===== src/rtl/tag_cache_pkg.sv =====
// Shared constants, FSM state encoding and tag-word byte mapping for the tag cache bridge.
package tag_cache_pkg;

    // TileLink built-in acquire types
    localparam logic [2:0] A_GET       = 3'd0;
    localparam logic [2:0] A_GETBLOCK  = 3'd1;
    localparam logic [2:0] A_PUT       = 3'd2;
    localparam logic [2:0] A_PUTBLOCK  = 3'd3;

    // TileLink built-in grant types
    localparam logic [3:0] G_PUTACK       = 4'd1;
    localparam logic [3:0] G_GETDATABEAT  = 4'd3;
    localparam logic [3:0] G_GETDATABLOCK = 4'd4;

    // NASTI attributes: 8-byte beats, incrementing bursts, normal non-cacheable bufferable
    localparam logic [2:0] NASTI_SIZE_8B    = 3'd3;
    localparam logic [1:0] NASTI_BURST_INCR = 2'd1;
    localparam logic [3:0] NASTI_CACHE      = 4'b0011;
    localparam logic [7:0] NASTI_LEN_BLOCK  = 8'd7;
    localparam logic [7:0] NASTI_LEN_SINGLE = 8'd0;

    // One transaction at a time; reads fetch the tag word first, writes store it last.
    typedef enum logic [3:0] {
        ST_IDLE   = 4'd0,
        ST_TAG_AR = 4'd1,
        ST_TAG_R  = 4'd2,
        ST_DAT_AR = 4'd3,
        ST_DAT_R  = 4'd4,
        ST_AW     = 4'd5,
        ST_WR_W   = 4'd6,
        ST_B      = 4'd7,
        ST_TAG_AW = 4'd8,
        ST_TAG_W  = 4'd9,
        ST_TAG_B  = 4'd10,
        ST_ACK    = 4'd11
    } state_e;

    // Byte i of the tag word holds the tag of beat i.
    function automatic logic [5:0] tag_byte_lsb(input logic [2:0] beat);
        return {beat, 3'b000};
    endfunction

endpackage


===== src/rtl/tag_cache_top_tag_word_pack.sv =====
// Inserts one beat tag into a 64-bit tag word (with strobe) and extracts the tag of a beat.
module tag_word_pack
    import tag_cache_pkg::*;
#(
    parameter int TLTW = 4
) (
    input  logic [63:0]     word_in,
    input  logic [7:0]      strb_in,
    input  logic [2:0]      beat,
    input  logic [TLTW-1:0] tag_in,
    output logic [63:0]     word_out,
    output logic [7:0]      strb_out,
    output logic [TLTW-1:0] tag_out
);

    // Replace byte[beat] with the zero-extended tag, mark it written, and read back byte[beat].
    always_comb begin
        word_out = word_in;
        word_out[tag_byte_lsb(beat) +: 8] = 8'(tag_in);
        strb_out = strb_in | (8'd1 << beat);
        tag_out  = word_in[tag_byte_lsb(beat) +: TLTW];
    end

endmodule


===== src/rtl/tag_cache_top.sv =====
// Single-tracker bridge from a TileLink uncached client port to a 64-bit NASTI port,
// keeping per-beat tags in a tag partition of the same memory.
// Handshake rule on every channel: a transfer happens on a rising edge where valid and
// ready are both high; valid never waits for ready and is held until the transfer.
module tag_cache_top
    import tag_cache_pkg::*;
#(
    parameter int              TLAW     = 32,
    parameter int              TLTW     = 4,
    parameter int              TLCIS    = 7,
    parameter int              TLMIS    = 2,
    parameter int              IDW      = 8,
    parameter logic [TLAW-1:0] TAG_BASE = 32'h0F00_0000
) (
    input  logic              clk,
    input  logic              reset,
    // acquire
    output logic              io_in_acquire_ready,
    input  logic              io_in_acquire_valid,
    input  logic [TLAW-7:0]   io_in_acquire_bits_addr_block,
    input  logic [TLCIS-1:0]  io_in_acquire_bits_client_xact_id,
    input  logic [2:0]        io_in_acquire_bits_addr_beat,
    input  logic              io_in_acquire_bits_is_builtin_type,
    input  logic [2:0]        io_in_acquire_bits_a_type,
    input  logic [12:0]       io_in_acquire_bits_union,
    input  logic [63:0]       io_in_acquire_bits_data,
    input  logic [TLTW-1:0]   io_in_acquire_bits_tag,
    input  logic              io_in_acquire_bits_client_id,
    // grant
    input  logic              io_in_grant_ready,
    output logic              io_in_grant_valid,
    output logic [2:0]        io_in_grant_bits_addr_beat,
    output logic [TLCIS-1:0]  io_in_grant_bits_client_xact_id,
    output logic [TLMIS-1:0]  io_in_grant_bits_manager_xact_id,
    output logic              io_in_grant_bits_is_builtin_type,
    output logic [3:0]        io_in_grant_bits_g_type,
    output logic [63:0]       io_in_grant_bits_data,
    output logic [TLTW-1:0]   io_in_grant_bits_tag,
    output logic              io_in_grant_bits_client_id,
    // finish
    output logic              io_in_finish_ready,
    input  logic              io_in_finish_valid,
    input  logic [TLMIS-1:0]  io_in_finish_bits_manager_xact_id,
    // probe
    input  logic              io_in_probe_ready,
    output logic              io_in_probe_valid,
    output logic [TLAW-7:0]   io_in_probe_bits_addr_block,
    output logic              io_in_probe_bits_p_type,
    output logic              io_in_probe_bits_client_id,
    // release
    output logic              io_in_release_ready,
    input  logic              io_in_release_valid,
    input  logic [2:0]        io_in_release_bits_addr_beat,
    input  logic [TLAW-7:0]   io_in_release_bits_addr_block,
    input  logic [TLCIS-1:0]  io_in_release_bits_client_xact_id,
    input  logic              io_in_release_bits_voluntary,
    input  logic [1:0]        io_in_release_bits_r_type,
    input  logic [63:0]       io_in_release_bits_data,
    input  logic [TLTW-1:0]   io_in_release_bits_tag,
    input  logic              io_in_release_bits_client_id,
    // NASTI aw
    output logic              io_out_aw_valid,
    input  logic              io_out_aw_ready,
    output logic [IDW-1:0]    io_out_aw_bits_id,
    output logic [TLAW-1:0]   io_out_aw_bits_addr,
    output logic [7:0]        io_out_aw_bits_len,
    output logic [2:0]        io_out_aw_bits_size,
    output logic [1:0]        io_out_aw_bits_burst,
    output logic              io_out_aw_bits_lock,
    output logic [3:0]        io_out_aw_bits_cache,
    output logic [2:0]        io_out_aw_bits_prot,
    output logic [3:0]        io_out_aw_bits_qos,
    output logic [3:0]        io_out_aw_bits_region,
    output logic              io_out_aw_bits_user,
    // NASTI ar
    output logic              io_out_ar_valid,
    input  logic              io_out_ar_ready,
    output logic [IDW-1:0]    io_out_ar_bits_id,
    output logic [TLAW-1:0]   io_out_ar_bits_addr,
    output logic [7:0]        io_out_ar_bits_len,
    output logic [2:0]        io_out_ar_bits_size,
    output logic [1:0]        io_out_ar_bits_burst,
    output logic              io_out_ar_bits_lock,
    output logic [3:0]        io_out_ar_bits_cache,
    output logic [2:0]        io_out_ar_bits_prot,
    output logic [3:0]        io_out_ar_bits_qos,
    output logic [3:0]        io_out_ar_bits_region,
    output logic              io_out_ar_bits_user,
    // NASTI w
    output logic              io_out_w_valid,
    input  logic              io_out_w_ready,
    output logic [63:0]       io_out_w_bits_data,
    output logic [7:0]        io_out_w_bits_strb,
    output logic              io_out_w_bits_last,
    output logic              io_out_w_bits_user,
    output logic [IDW-1:0]    io_out_w_bits_id,
    // NASTI b
    input  logic              io_out_b_valid,
    output logic              io_out_b_ready,
    input  logic [IDW-1:0]    io_out_b_bits_id,
    input  logic [1:0]        io_out_b_bits_resp,
    input  logic              io_out_b_bits_user,
    // NASTI r
    input  logic              io_out_r_valid,
    output logic              io_out_r_ready,
    input  logic [IDW-1:0]    io_out_r_bits_id,
    input  logic [63:0]       io_out_r_bits_data,
    input  logic [1:0]        io_out_r_bits_resp,
    input  logic              io_out_r_bits_last,
    input  logic              io_out_r_bits_user,
    input  logic              io_getpfc
);

    state_e            state_q, state_d;
    logic [TLAW-7:0]   addr_block_q, addr_block_d;
    logic [2:0]        beat_q, beat_d;
    logic [TLCIS-1:0]  xact_id_q, xact_id_d;
    logic              client_id_q, client_id_d;
    logic [2:0]        a_type_q, a_type_d;
    logic [63:0]       data_q, data_d;
    logic [7:0]        wmask_q, wmask_d;
    logic [2:0]        cnt_q, cnt_d;
    logic [63:0]       tag_word_q, tag_word_d;
    logic [7:0]        tag_strb_q, tag_strb_d;

    logic              is_block_q, acq_is_block, acq_is_put;
    logic [TLAW-1:0]   data_addr, tag_addr;
    logic [63:0]       pk_word, pk_word_out;
    logic [7:0]        pk_strb, pk_strb_out;
    logic [2:0]        pk_beat;
    logic [TLTW-1:0]   pk_tag_out;

    logic              acq_ready_c, grant_valid_c, aw_valid_c, ar_valid_c, w_valid_c;
    logic              b_ready_c, r_ready_c;
    logic [2:0]        grant_beat_c;
    logic [3:0]        g_type_c;
    logic [63:0]       grant_data_c, w_data_c;
    logic [TLTW-1:0]   grant_tag_c;
    logic [TLAW-1:0]   nasti_addr_c;
    logic [7:0]        nasti_len_c, w_strb_c;
    logic              w_last_c;

    assign is_block_q   = (a_type_q == A_GETBLOCK) || (a_type_q == A_PUTBLOCK);
    assign acq_is_block = (io_in_acquire_bits_a_type == A_GETBLOCK) ||
                          (io_in_acquire_bits_a_type == A_PUTBLOCK);
    assign acq_is_put   = (io_in_acquire_bits_a_type == A_PUT) ||
                          (io_in_acquire_bits_a_type == A_PUTBLOCK);
    // Block transfers always start at beat 0; single-beat ones at the latched beat.
    assign data_addr    = {addr_block_q, (is_block_q ? 3'd0 : beat_q), 3'b000};
    assign tag_addr     = TAG_BASE + {3'b000, addr_block_q, 3'b000};

    // Select which tag-word slot is packed or read: fresh word on accept, running beat otherwise.
    always_comb begin
        pk_word = tag_word_q;
        pk_strb = tag_strb_q;
        pk_beat = cnt_q;
        if (state_q == ST_IDLE) begin
            pk_word = 64'd0;
            pk_strb = 8'd0;
            pk_beat = acq_is_block ? 3'd0 : io_in_acquire_bits_addr_beat;
        end else if (state_q == ST_DAT_R) begin
            pk_beat = is_block_q ? cnt_q : beat_q;
        end
    end

    tag_word_pack #(.TLTW(TLTW)) u_pack (
        .word_in  (pk_word),
        .strb_in  (pk_strb),
        .beat     (pk_beat),
        .tag_in   (io_in_acquire_bits_tag),
        .word_out (pk_word_out),
        .strb_out (pk_strb_out),
        .tag_out  (pk_tag_out)
    );

    // Next-state and channel handshakes for the read and write sequences.
    always_comb begin
        state_d      = state_q;
        addr_block_d = addr_block_q;
        beat_d       = beat_q;
        xact_id_d    = xact_id_q;
        client_id_d  = client_id_q;
        a_type_d     = a_type_q;
        data_d       = data_q;
        wmask_d      = wmask_q;
        cnt_d        = cnt_q;
        tag_word_d   = tag_word_q;
        tag_strb_d   = tag_strb_q;

        acq_ready_c   = 1'b0;
        grant_valid_c = 1'b0;
        aw_valid_c    = 1'b0;
        ar_valid_c    = 1'b0;
        w_valid_c     = 1'b0;
        b_ready_c     = 1'b0;
        r_ready_c     = 1'b0;
        grant_beat_c  = 3'd0;
        g_type_c      = 4'd0;
        grant_data_c  = 64'd0;
        grant_tag_c   = '0;
        nasti_addr_c  = data_addr;
        nasti_len_c   = NASTI_LEN_SINGLE;
        w_data_c      = 64'd0;
        w_strb_c      = 8'd0;
        w_last_c      = 1'b0;

        unique case (state_q)
            ST_IDLE: begin
                acq_ready_c = 1'b1;
                if (io_in_acquire_valid) begin
                    addr_block_d = io_in_acquire_bits_addr_block;
                    beat_d       = io_in_acquire_bits_addr_beat;
                    xact_id_d    = io_in_acquire_bits_client_xact_id;
                    client_id_d  = io_in_acquire_bits_client_id;
                    a_type_d     = io_in_acquire_bits_a_type;
                    if (acq_is_put) begin
                        data_d     = io_in_acquire_bits_data;
                        wmask_d    = acq_is_block ? 8'hFF : io_in_acquire_bits_union[8:1];
                        tag_word_d = pk_word_out;
                        tag_strb_d = pk_strb_out;
                        state_d    = ST_AW;
                    end else begin
                        state_d    = ST_TAG_AR;
                    end
                end
            end
            ST_TAG_AR: begin
                ar_valid_c   = 1'b1;
                nasti_addr_c = tag_addr;
                if (io_out_ar_ready) state_d = ST_TAG_R;
            end
            ST_TAG_R: begin
                r_ready_c = 1'b1;
                if (io_out_r_valid) begin
                    tag_word_d = io_out_r_bits_data;
                    state_d    = ST_DAT_AR;
                end
            end
            ST_DAT_AR: begin
                ar_valid_c  = 1'b1;
                nasti_len_c = is_block_q ? NASTI_LEN_BLOCK : NASTI_LEN_SINGLE;
                if (io_out_ar_ready) begin
                    cnt_d   = 3'd0;
                    state_d = ST_DAT_R;
                end
            end
            ST_DAT_R: begin
                // Read data passes straight through to the grant channel.
                grant_valid_c = io_out_r_valid;
                r_ready_c     = io_in_grant_ready;
                grant_beat_c  = is_block_q ? cnt_q : beat_q;
                g_type_c      = is_block_q ? G_GETDATABLOCK : G_GETDATABEAT;
                grant_data_c  = io_out_r_bits_data;
                grant_tag_c   = pk_tag_out;
                if (io_out_r_valid && io_in_grant_ready) begin
                    cnt_d = cnt_q + 3'd1;
                    if (io_out_r_bits_last) state_d = ST_IDLE;
                end
            end
            ST_AW: begin
                aw_valid_c  = 1'b1;
                nasti_len_c = is_block_q ? NASTI_LEN_BLOCK : NASTI_LEN_SINGLE;
                if (io_out_aw_ready) begin
                    cnt_d   = 3'd0;
                    state_d = ST_WR_W;
                end
            end
            ST_WR_W: begin
                w_strb_c = wmask_q;
                w_last_c = !is_block_q || (cnt_q == 3'd7);
                if (cnt_q == 3'd0) begin
                    w_valid_c = 1'b1;
                    w_data_c  = data_q;
                end else begin
                    w_valid_c   = io_in_acquire_valid;
                    acq_ready_c = io_out_w_ready;
                    w_data_c    = io_in_acquire_bits_data;
                end
                if (w_valid_c && io_out_w_ready) begin
                    cnt_d = cnt_q + 3'd1;
                    if (cnt_q != 3'd0) begin
                        tag_word_d = pk_word_out;
                        tag_strb_d = pk_strb_out;
                    end
                    if (w_last_c) state_d = ST_B;
                end
            end
            ST_B: begin
                b_ready_c = 1'b1;
                if (io_out_b_valid) state_d = ST_TAG_AW;
            end
            ST_TAG_AW: begin
                aw_valid_c   = 1'b1;
                nasti_addr_c = tag_addr;
                if (io_out_aw_ready) state_d = ST_TAG_W;
            end
            ST_TAG_W: begin
                w_valid_c = 1'b1;
                w_data_c  = tag_word_q;
                w_strb_c  = tag_strb_q;
                w_last_c  = 1'b1;
                if (io_out_w_ready) state_d = ST_TAG_B;
            end
            ST_TAG_B: begin
                b_ready_c = 1'b1;
                if (io_out_b_valid) state_d = ST_ACK;
            end
            ST_ACK: begin
                grant_valid_c = 1'b1;
                g_type_c      = G_PUTACK;
                if (io_in_grant_ready) state_d = ST_IDLE;
            end
            default: state_d = ST_IDLE;
        endcase
    end

    // State and latch registers with synchronous clear.
    always_ff @(posedge clk) begin
        if (reset) begin
            state_q      <= ST_IDLE;
            addr_block_q <= '0;
            beat_q       <= '0;
            xact_id_q    <= '0;
            client_id_q  <= 1'b0;
            a_type_q     <= '0;
            data_q       <= '0;
            wmask_q      <= '0;
            cnt_q        <= '0;
            tag_word_q   <= '0;
            tag_strb_q   <= '0;
        end else begin
            state_q      <= state_d;
            addr_block_q <= addr_block_d;
            beat_q       <= beat_d;
            xact_id_q    <= xact_id_d;
            client_id_q  <= client_id_d;
            a_type_q     <= a_type_d;
            data_q       <= data_d;
            wmask_q      <= wmask_d;
            cnt_q        <= cnt_d;
            tag_word_q   <= tag_word_d;
            tag_strb_q   <= tag_strb_d;
        end
    end

    // Handshake outputs are forced low while reset is held.
    assign io_in_acquire_ready = acq_ready_c & ~reset;
    assign io_in_grant_valid   = grant_valid_c & ~reset;
    assign io_out_aw_valid     = aw_valid_c & ~reset;
    assign io_out_ar_valid     = ar_valid_c & ~reset;
    assign io_out_w_valid      = w_valid_c & ~reset;
    assign io_out_b_ready      = b_ready_c & ~reset;
    assign io_out_r_ready      = r_ready_c & ~reset;

    assign io_in_grant_bits_addr_beat       = grant_beat_c;
    assign io_in_grant_bits_client_xact_id  = xact_id_q;
    assign io_in_grant_bits_manager_xact_id = '0;
    assign io_in_grant_bits_is_builtin_type = 1'b1;
    assign io_in_grant_bits_g_type          = g_type_c;
    assign io_in_grant_bits_data            = grant_data_c;
    assign io_in_grant_bits_tag             = grant_tag_c;
    assign io_in_grant_bits_client_id       = client_id_q;

    assign io_in_finish_ready          = 1'b1;
    assign io_in_probe_valid           = 1'b0;
    assign io_in_probe_bits_addr_block = '0;
    assign io_in_probe_bits_p_type     = 1'b0;
    assign io_in_probe_bits_client_id  = 1'b0;
    assign io_in_release_ready         = 1'b1;

    assign io_out_aw_bits_id     = '0;
    assign io_out_aw_bits_addr   = nasti_addr_c;
    assign io_out_aw_bits_len    = nasti_len_c;
    assign io_out_aw_bits_size   = NASTI_SIZE_8B;
    assign io_out_aw_bits_burst  = NASTI_BURST_INCR;
    assign io_out_aw_bits_lock   = 1'b0;
    assign io_out_aw_bits_cache  = NASTI_CACHE;
    assign io_out_aw_bits_prot   = '0;
    assign io_out_aw_bits_qos    = '0;
    assign io_out_aw_bits_region = '0;
    assign io_out_aw_bits_user   = 1'b0;

    assign io_out_ar_bits_id     = '0;
    assign io_out_ar_bits_addr   = nasti_addr_c;
    assign io_out_ar_bits_len    = nasti_len_c;
    assign io_out_ar_bits_size   = NASTI_SIZE_8B;
    assign io_out_ar_bits_burst  = NASTI_BURST_INCR;
    assign io_out_ar_bits_lock   = 1'b0;
    assign io_out_ar_bits_cache  = NASTI_CACHE;
    assign io_out_ar_bits_prot   = '0;
    assign io_out_ar_bits_qos    = '0;
    assign io_out_ar_bits_region = '0;
    assign io_out_ar_bits_user   = 1'b0;

    assign io_out_w_bits_data = w_data_c;
    assign io_out_w_bits_strb = w_strb_c;
    assign io_out_w_bits_last = w_last_c;
    assign io_out_w_bits_user = 1'b0;
    assign io_out_w_bits_id   = '0;

    // Inputs that carry no meaning for this bridge (releases, finishes, responses, perf).
    logic unused_inputs;
    assign unused_inputs = ^{io_in_acquire_bits_is_builtin_type, io_in_acquire_bits_union,
                             io_in_finish_valid, io_in_finish_bits_manager_xact_id,
                             io_in_probe_ready, io_in_release_valid,
                             io_in_release_bits_addr_beat, io_in_release_bits_addr_block,
                             io_in_release_bits_client_xact_id, io_in_release_bits_voluntary,
                             io_in_release_bits_r_type, io_in_release_bits_data,
                             io_in_release_bits_tag, io_in_release_bits_client_id,
                             io_out_b_bits_id, io_out_b_bits_resp, io_out_b_bits_user,
                             io_out_r_bits_id, io_out_r_bits_resp, io_out_r_bits_user,
                             io_getpfc};

endmodule


===== config.mk =====
export PLATFORM = sky130hd
export DESIGN_NAME = tag_cache_top
export DESIGN_NICKNAME = d
export VERILOG_FILES = /design/src/rtl/tag_cache_pkg.sv /design/src/rtl/tag_cache_top_tag_word_pack.sv /design/src/rtl/tag_cache_top.sv
export SDC_FILE = /design/constraint.sdc
export NUM_CORES = 1
export LEC_CHECK = 0
export BUFFER_PORTS_ARGS = -buffer_cell sky130_fd_sc_hd__buf_4
export CAP_MARGIN = 10
export CORE_AREA = 5 5 261 263
export CTS_CLUSTER_DIAMETER = 60
export DETAILED_ROUTE_END_ITERATION = 10
export DIE_AREA = 0 0 266 268
export GPL_TIMING_DRIVEN = 1
export PLACE_DENSITY = 0.49
export SKIP_CTS_REPAIR_TIMING = 1
export SYNTH_ARGS = -nofsm -noshare
export SYNTH_HDL_FRONTEND = slang
export SYNTH_SLANG_ARGS = --single-unit

===== constraint.sdc =====
create_clock -name clk -period 5.1 [get_ports clk]
set_input_delay 1.53 -clock clk [delete_from_list [all_inputs] [get_ports clk]]
set_output_delay 1.53 -clock clk [all_outputs]
set_load 0.05 [all_outputs]

After elaboration in Yosys (flattened, before gate mapping)
Cells that the tools add are included.
{"block": "classes", "n_addsub": 3, "eq_ne": 33, "shift": 4, "mux": 63, "bitwise_logic": 9, "reduce_logical": 24}
{"op": "$mux 64", "n": 8}
{"op": "$pmux 64 s3", "n": 1}
{"op": "$pmux 64 s2", "n": 1}
{"op": "$bwmux 64", "n": 1}
{"op": "$shift 8x8->64 const A", "n": 1}
{"op": "$shiftx 64x7->4", "n": 1}
{"op": "$shiftx 8x8->64", "n": 1}
{"op": "$mux 4", "n": 15}
{"op": "$mux 8", "n": 6}
{"op": "$pmux 4 s12", "n": 1}
{"op": "$mux 3", "n": 14}
{"op": "$mux 32", "n": 1}
{"op": "$pmux 8 s2", "n": 2}
{"op": "$add 28x29->30 const A", "n": 1}
{"op": "$ne 2x2->1 const B", "n": 15}
{"op": "$eq 4x3->1 const B", "n": 4}
{"op": "$eq 4x4->1 const B", "n": 4}
{"op": "$reduce_and 14->1", "n": 1}
{"op": "$pmux 3 s4", "n": 1}
{"op": "$pmux 1 s2", "n": 5}
{"op": "$reduce_and 5->1", "n": 2}
{"op": "$reduce_or 2->1", "n": 5}
{"op": "$eq 3x2->1 const B", "n": 3}
{"op": "$eq 4x2->1 const B", "n": 2}
{"op": "other kinds (23)", "n": 40}
{"block": "totals", "regBits": 191, "inputBits": 332, "elab_cells": 147}

Depth between registers and ports, before layout
{"block": "logic_depth", "word_depth": 11, "ltp_mapped": 17, "ltp_nobuf": 12}

Cells and area by module
From an unflattened synthesis, not the netlist that was laid out.
{"block": "hier_totals", "hier_cells": 1700, "hier_area_um2": 13188.9}
{"module": "tag_cache_top", "n_inst": 1, "cells_each": 1567, "area_each_um2": 11977.7, "seq_area_each_um2": 3803.6}
{"module": "tag_word_pack", "n_inst": 1, "cells_each": 133, "area_each_um2": 1211.2, "seq_area_each_um2": 0.0}

Worst setup path after synthesis
OpenSTA, ideal clock, no wires.
{"block": "synth_timing", "path_kind": "input port to output port", "start": "input reset", "end": "output io_out_aw_valid", "t_arrival_ns": 3.318, "required_ns": 3.570, "path_slack_ns": 0.252, "cell_stages": 4, "n_path_buf": 3, "path_cell_list": "clkbuf_1 -> clkbuf_1 -> clkbuf_1 -> a211oi_1"}
{"block": "synth_via", "elab_chain_cells": 2}
{"item": "start, declared", "line": "tag_cache_top.sv:16", "source": "input logic reset,"}
{"item": "$not 1->1", "line": "tag_cache_top.sv:349", "source": "assign io_out_aw_valid = aw_valid_c & ~reset;"}
{"item": "$and 1x1->1", "line": "tag_cache_top.sv:349"}
{"item": "end, declared", "line": "tag_cache_top.sv:62", "source": "output logic io_out_aw_valid,"}
No other way between the ends.

Worst setup path in the final report
{"block": "layout_timing", "start": "input io_in_acquire_bits_a_type[2]", "end": "output io_in_grant_bits_tag[3]"}
{"block": "layout_via", "elab_chain_cells": 6, "elab_cells_between_ends": 7, "classes_between": "eq/ne: 2; shift: 1; mux: 3; reduce/logical: 1"}
{"item": "start, declared", "line": "tag_cache_top.sv:24", "source": "input logic [2:0] io_in_acquire_bits_a_type,"}
{"item": "$eq 3x1->1 or $eq 3x2->1 (tied branches)", "line": "tag_cache_top.sv:144, tag_cache_top.sv:145"}
{"item": "$logic_or 1x1->1 (*)", "line": "tag_cache_top.sv:144", "source": "assign acq_is_block = (io_in_acquire_bits_a_type == A_GETBLOCK) ||"}
{"item": "$mux 3 (*)", "line": "tag_cache_top.sv:160", "source": "pk_beat = acq_is_block ? 3'd0 : io_in_acquire_bits_addr_beat;"}
{"item": "$mux 3 (*)", "line": "tag_cache_top.sv:157", "source": "if (state_q == ST_IDLE) begin"}
{"item": "$shiftx 64x7->4 (*)", "line": "tag_cache_top_tag_word_pack.sv:21", "source": "tag_out = word_in[tag_byte_lsb(beat) +: TLTW];"}
{"item": "$mux 4 (*)", "line": "tag_cache_top.sv:207", "source": "unique case (state_q)"}
{"item": "end, declared", "line": "tag_cache_top.sv:38", "source": "output logic [TLTW-1:0] io_in_grant_bits_tag,"}
Mark *: on every way between the ends. The rest lies on a longest branch, timed or not.

==> out/results.ini <==
[run_status]
run_status = completed

[cells_and_area]
drive_above_1_share_pct = 26.8
final_util_pct = 24.4
areaGrowthSynthToFinish_pct = 33.2
final_cell_count_no_fill = 2832
nets = 2296

[global_routing]
antenna_found_initial = 7
grt_pass1_wl_um = 81400
grt_max_degree = 74
track_usage_pct = 15.3
grt_pass1_vias = 12254
grt_remaining_overflow = 0

[placed_design]
place.detailed.hpwl_um = 43600
io_buffers = 415
dp.cells = 2797
place.gp.congestion = 0.881

[pwr]
power_leakage_nw = 6.32
power_density_nw_per_um2 = 483
peakVddDrop_uv = 285

[worst_setup_path]
rr_startpoint = state_q[1]$_SDFFE_PP0P_
worst_setup_path_end_kind = output pin
crit_required_ps = 3570
cp-start-kind = input port
crit_arrival_ps = 3410
worstSetupPathType = in2out
crit_fanout = 14
r2r_end = tag_word_q[18]$_SDFFE_PP0P_
rrSetupSlack_ps = 990
r2r_cells = 11

[sta]
slew_violations = 0
setup_viol = 0
rsz0062_at_grt = no
tightest_slew_ps = 1070
timing.final.crit_share_pct = 96.8
setup_tns_ps = 0
finalHoldViolCount = 0
final.min_clock_period_ps = 4940
fmax_mhz = 203
slew_headroom_pct = 28.1
fin_worst_skew_ps = 26.1

[synthesis]
yosys_warnings = 0
synth_compound_area_share_pct = 21.5
syn_area_sq_um = 12000
synth-xor-area-share_pct = 0.220
synthCells = 1638
synth_mux_area_share_pct = 6.06
synth_top_area_cell = dfxtp_1
synthArstFlopShare_pct = 0
synth.avg_cell_area_sq_um = 7.31
synthDistinctLibCells = 69
ys.flop_type = dfxtp_1
synth_top_family_by_area = simple AND/OR/NAND/NOR gates
yosysMostFrequentCell = nand2_1
synth_common_cells = 394 x nand2_1, 190 x dfxtp_1, 154 x buf_4
synth_edf_count = 0
ys_seq_area_share_pct = 31.8
yosys.area.top_type_share_pct = 31.8
yosys.area_share.simple_pct = 25.0
synthAdderAreaFrac_pct = 1.25
synthTopCellsByArea = dfxtp_1 32%, nand2_1 12%, buf_4 9.7%
ys_seq_elements = 190

[detailed_routing]
avgRoutedWirePerCell_um = 20.2
num_vias = 12417
postRouteAntennaNets = 0
drt_wl_total_um = 57200
post-route-drc-count = 0
post_drt_via_cell_ratio = 4.38
drt-initial-drc-count = 764
first_pass_iters = 5

[hold_path]
hp-start = data_q[15]$_SDFFE_PP0P_
whs_endpoint = data_q[15]$_SDFFE_PP0P_
hold_path_depth = 2
hold_class = reg2reg

[floorplanning]
dieArea_sq_um = 71300
fp-row-count = 94
start_util_pct = 18.3
die_y_um = 268
die_x_um = 266
io_pins = 678
coreArea_sq_um = 65400

[run]
maxCapViolations = 0

[cts]
cts.reportedPaths.clkPinSlew_ps = 70
cts-root-buf = clkbuf_16
clock_sinks = 190
cts_tree = built
clockBufferDepth = 2
cts_buffers = 17
clock_latency_ps = 510
htree_levels = 4

-- how the worst max path moves through the flow --
stage                            startpoint                       to  slack [ps]  depth (start not counted)
2_1_floorplan                         reset          io_out_aw_valid         250                          4
3_3_place_gp   io_in_acquire_bits_a_type[2]  io_in_grant_bits_tag[3]         180                          8
3_5_place_dp   io_in_acquire_bits_a_type[2]  io_in_grant_bits_tag[3]         200                          8
4_1_cts             state_q[2]$_SDFFE_PP0P_  io_in_grant_bits_tag[3]        -280                          7
5_1_grt        io_in_acquire_bits_a_type[2]  io_in_grant_bits_tag[3]           7                          8
6_report       io_in_acquire_bits_a_type[2]  io_in_grant_bits_tag[3]         160                          8
-- registers in the layout, indices dropped and copies added (netlist names) --
signal and cells:
io_in_grant_bits_client_id 1, tag_strb_q 8, beat_q 3, addr_block_q 26, data_q 64, a_type_q 2
wmask_q 8, state_q 4, io_in_grant_bits_client_xact_id 7, tag_word_q 64, cnt_q 3
-- worst max-delay path: stages --
cell and delay, ps:
buf_4 100, nand2b_1 150, a21oi_1 110, a31oi_4 520, a211oi_1 190, a311oi_1 370
o21a_1 170, buf_4 220
-- layout make-up --
cell class / instances / area [sq um]
Fill cell: 7276 / 49400
Multi-Input combinational cell: 1275 / 7000
Sequential cell: 190 / 3800
Timing Repair Buffer: 454 / 3450
Tap cell: 864 / 1080
Clock buffer: 17 / 425
Clock inverter: 15 / 125
Inverter: 14 / 52.6
Antenna cell: 3 / 7.51
-- routing by layer --
layer	GRT usage, %	part of all wire, %	routed length, um	vias to the layer above
li1	-	-	-	5977
met1	18.5	41	23600	5844
met2	25.9	48	27400	531
met3	4.70	8.3	4720	59
met4	5.08	2.5	1450	6
met5	0	0.063	36	-
-- stage by stage --
stage / setup slack (ps) / power (mW) / instance area [sq um] / hold WS (ps)
after floorplan: 252 / 5.00 / 12400 / 436
after CTS: -282 / 7.78 / 15900 / 458
after global routing: 6.67 / 8.15 / 15900 / 470
final: 164 / 7.70 / 15900 / 456
after detailed placement: 195 / 6.36 / 15400 / 447
after global placement: 175 / 6.32 / 15400 / 441
-- power breakdown --
part / switching (mW) / internal [mW]
sequential: 0.195 / 1.69
combinational: 3.20 / 1.24
clock: 0.728 / 0.639
-- cell families after synthesis --
| group | count (synthesis) |
|---|---|
| flops | 190 |
| other cells | 2 |
| mux | 72 |
| fa+ha+maj | 12 |
| compound gates | 404 |
| buf+inv | 291 |
| xor+xnor | 3 |
| simple gates | 664 |
-- placed cells by master (no fill, tap or decap), types with 4 or more instances in the layout --
| master | count |
|---|---|
| mux2i_1 | 68 |
| nor2_1 | 67 |
| buf_4 | 450 |
| nand2b_1 | 12 |
| o21ai_1 | 23 |
| dfxtp_1 | 189 |
| inv_6 | 7 |
| nand3_1 | 32 |
| a211oi_2 | 9 |
| o311a_1 | 4 |
| a32o_1 | 5 |
| and3_1 | 9 |
| ha_1 | 12 |
| a221oi_1 | 6 |
| nor2b_1 | 9 |
| inv_1 | 10 |
| o21a_1 | 5 |
| nor3_1 | 33 |
| conb_1 | 120 |
| a311oi_1 | 10 |
| clkbuf_16 | 17 |
| a31oi_1 | 9 |
| a211oi_1 | 16 |
| nand2_1 | 391 |
| mux2_1 | 4 |
| a22o_1 | 32 |
| o21ai_0 | 93 |
| nor3b_1 | 4 |
| a21o_1 | 4 |
| o31ai_1 | 6 |
| o211ai_1 | 9 |
| a22oi_1 | 4 |
| and2_1 | 68 |
| o22ai_1 | 6 |
| a21oi_1 | 139 |
| nor4_1 | 8 |
| a32oi_1 | 7 |
| or3_1 | 4 |
No activity file was read; power rests on OpenSTA's default activity.
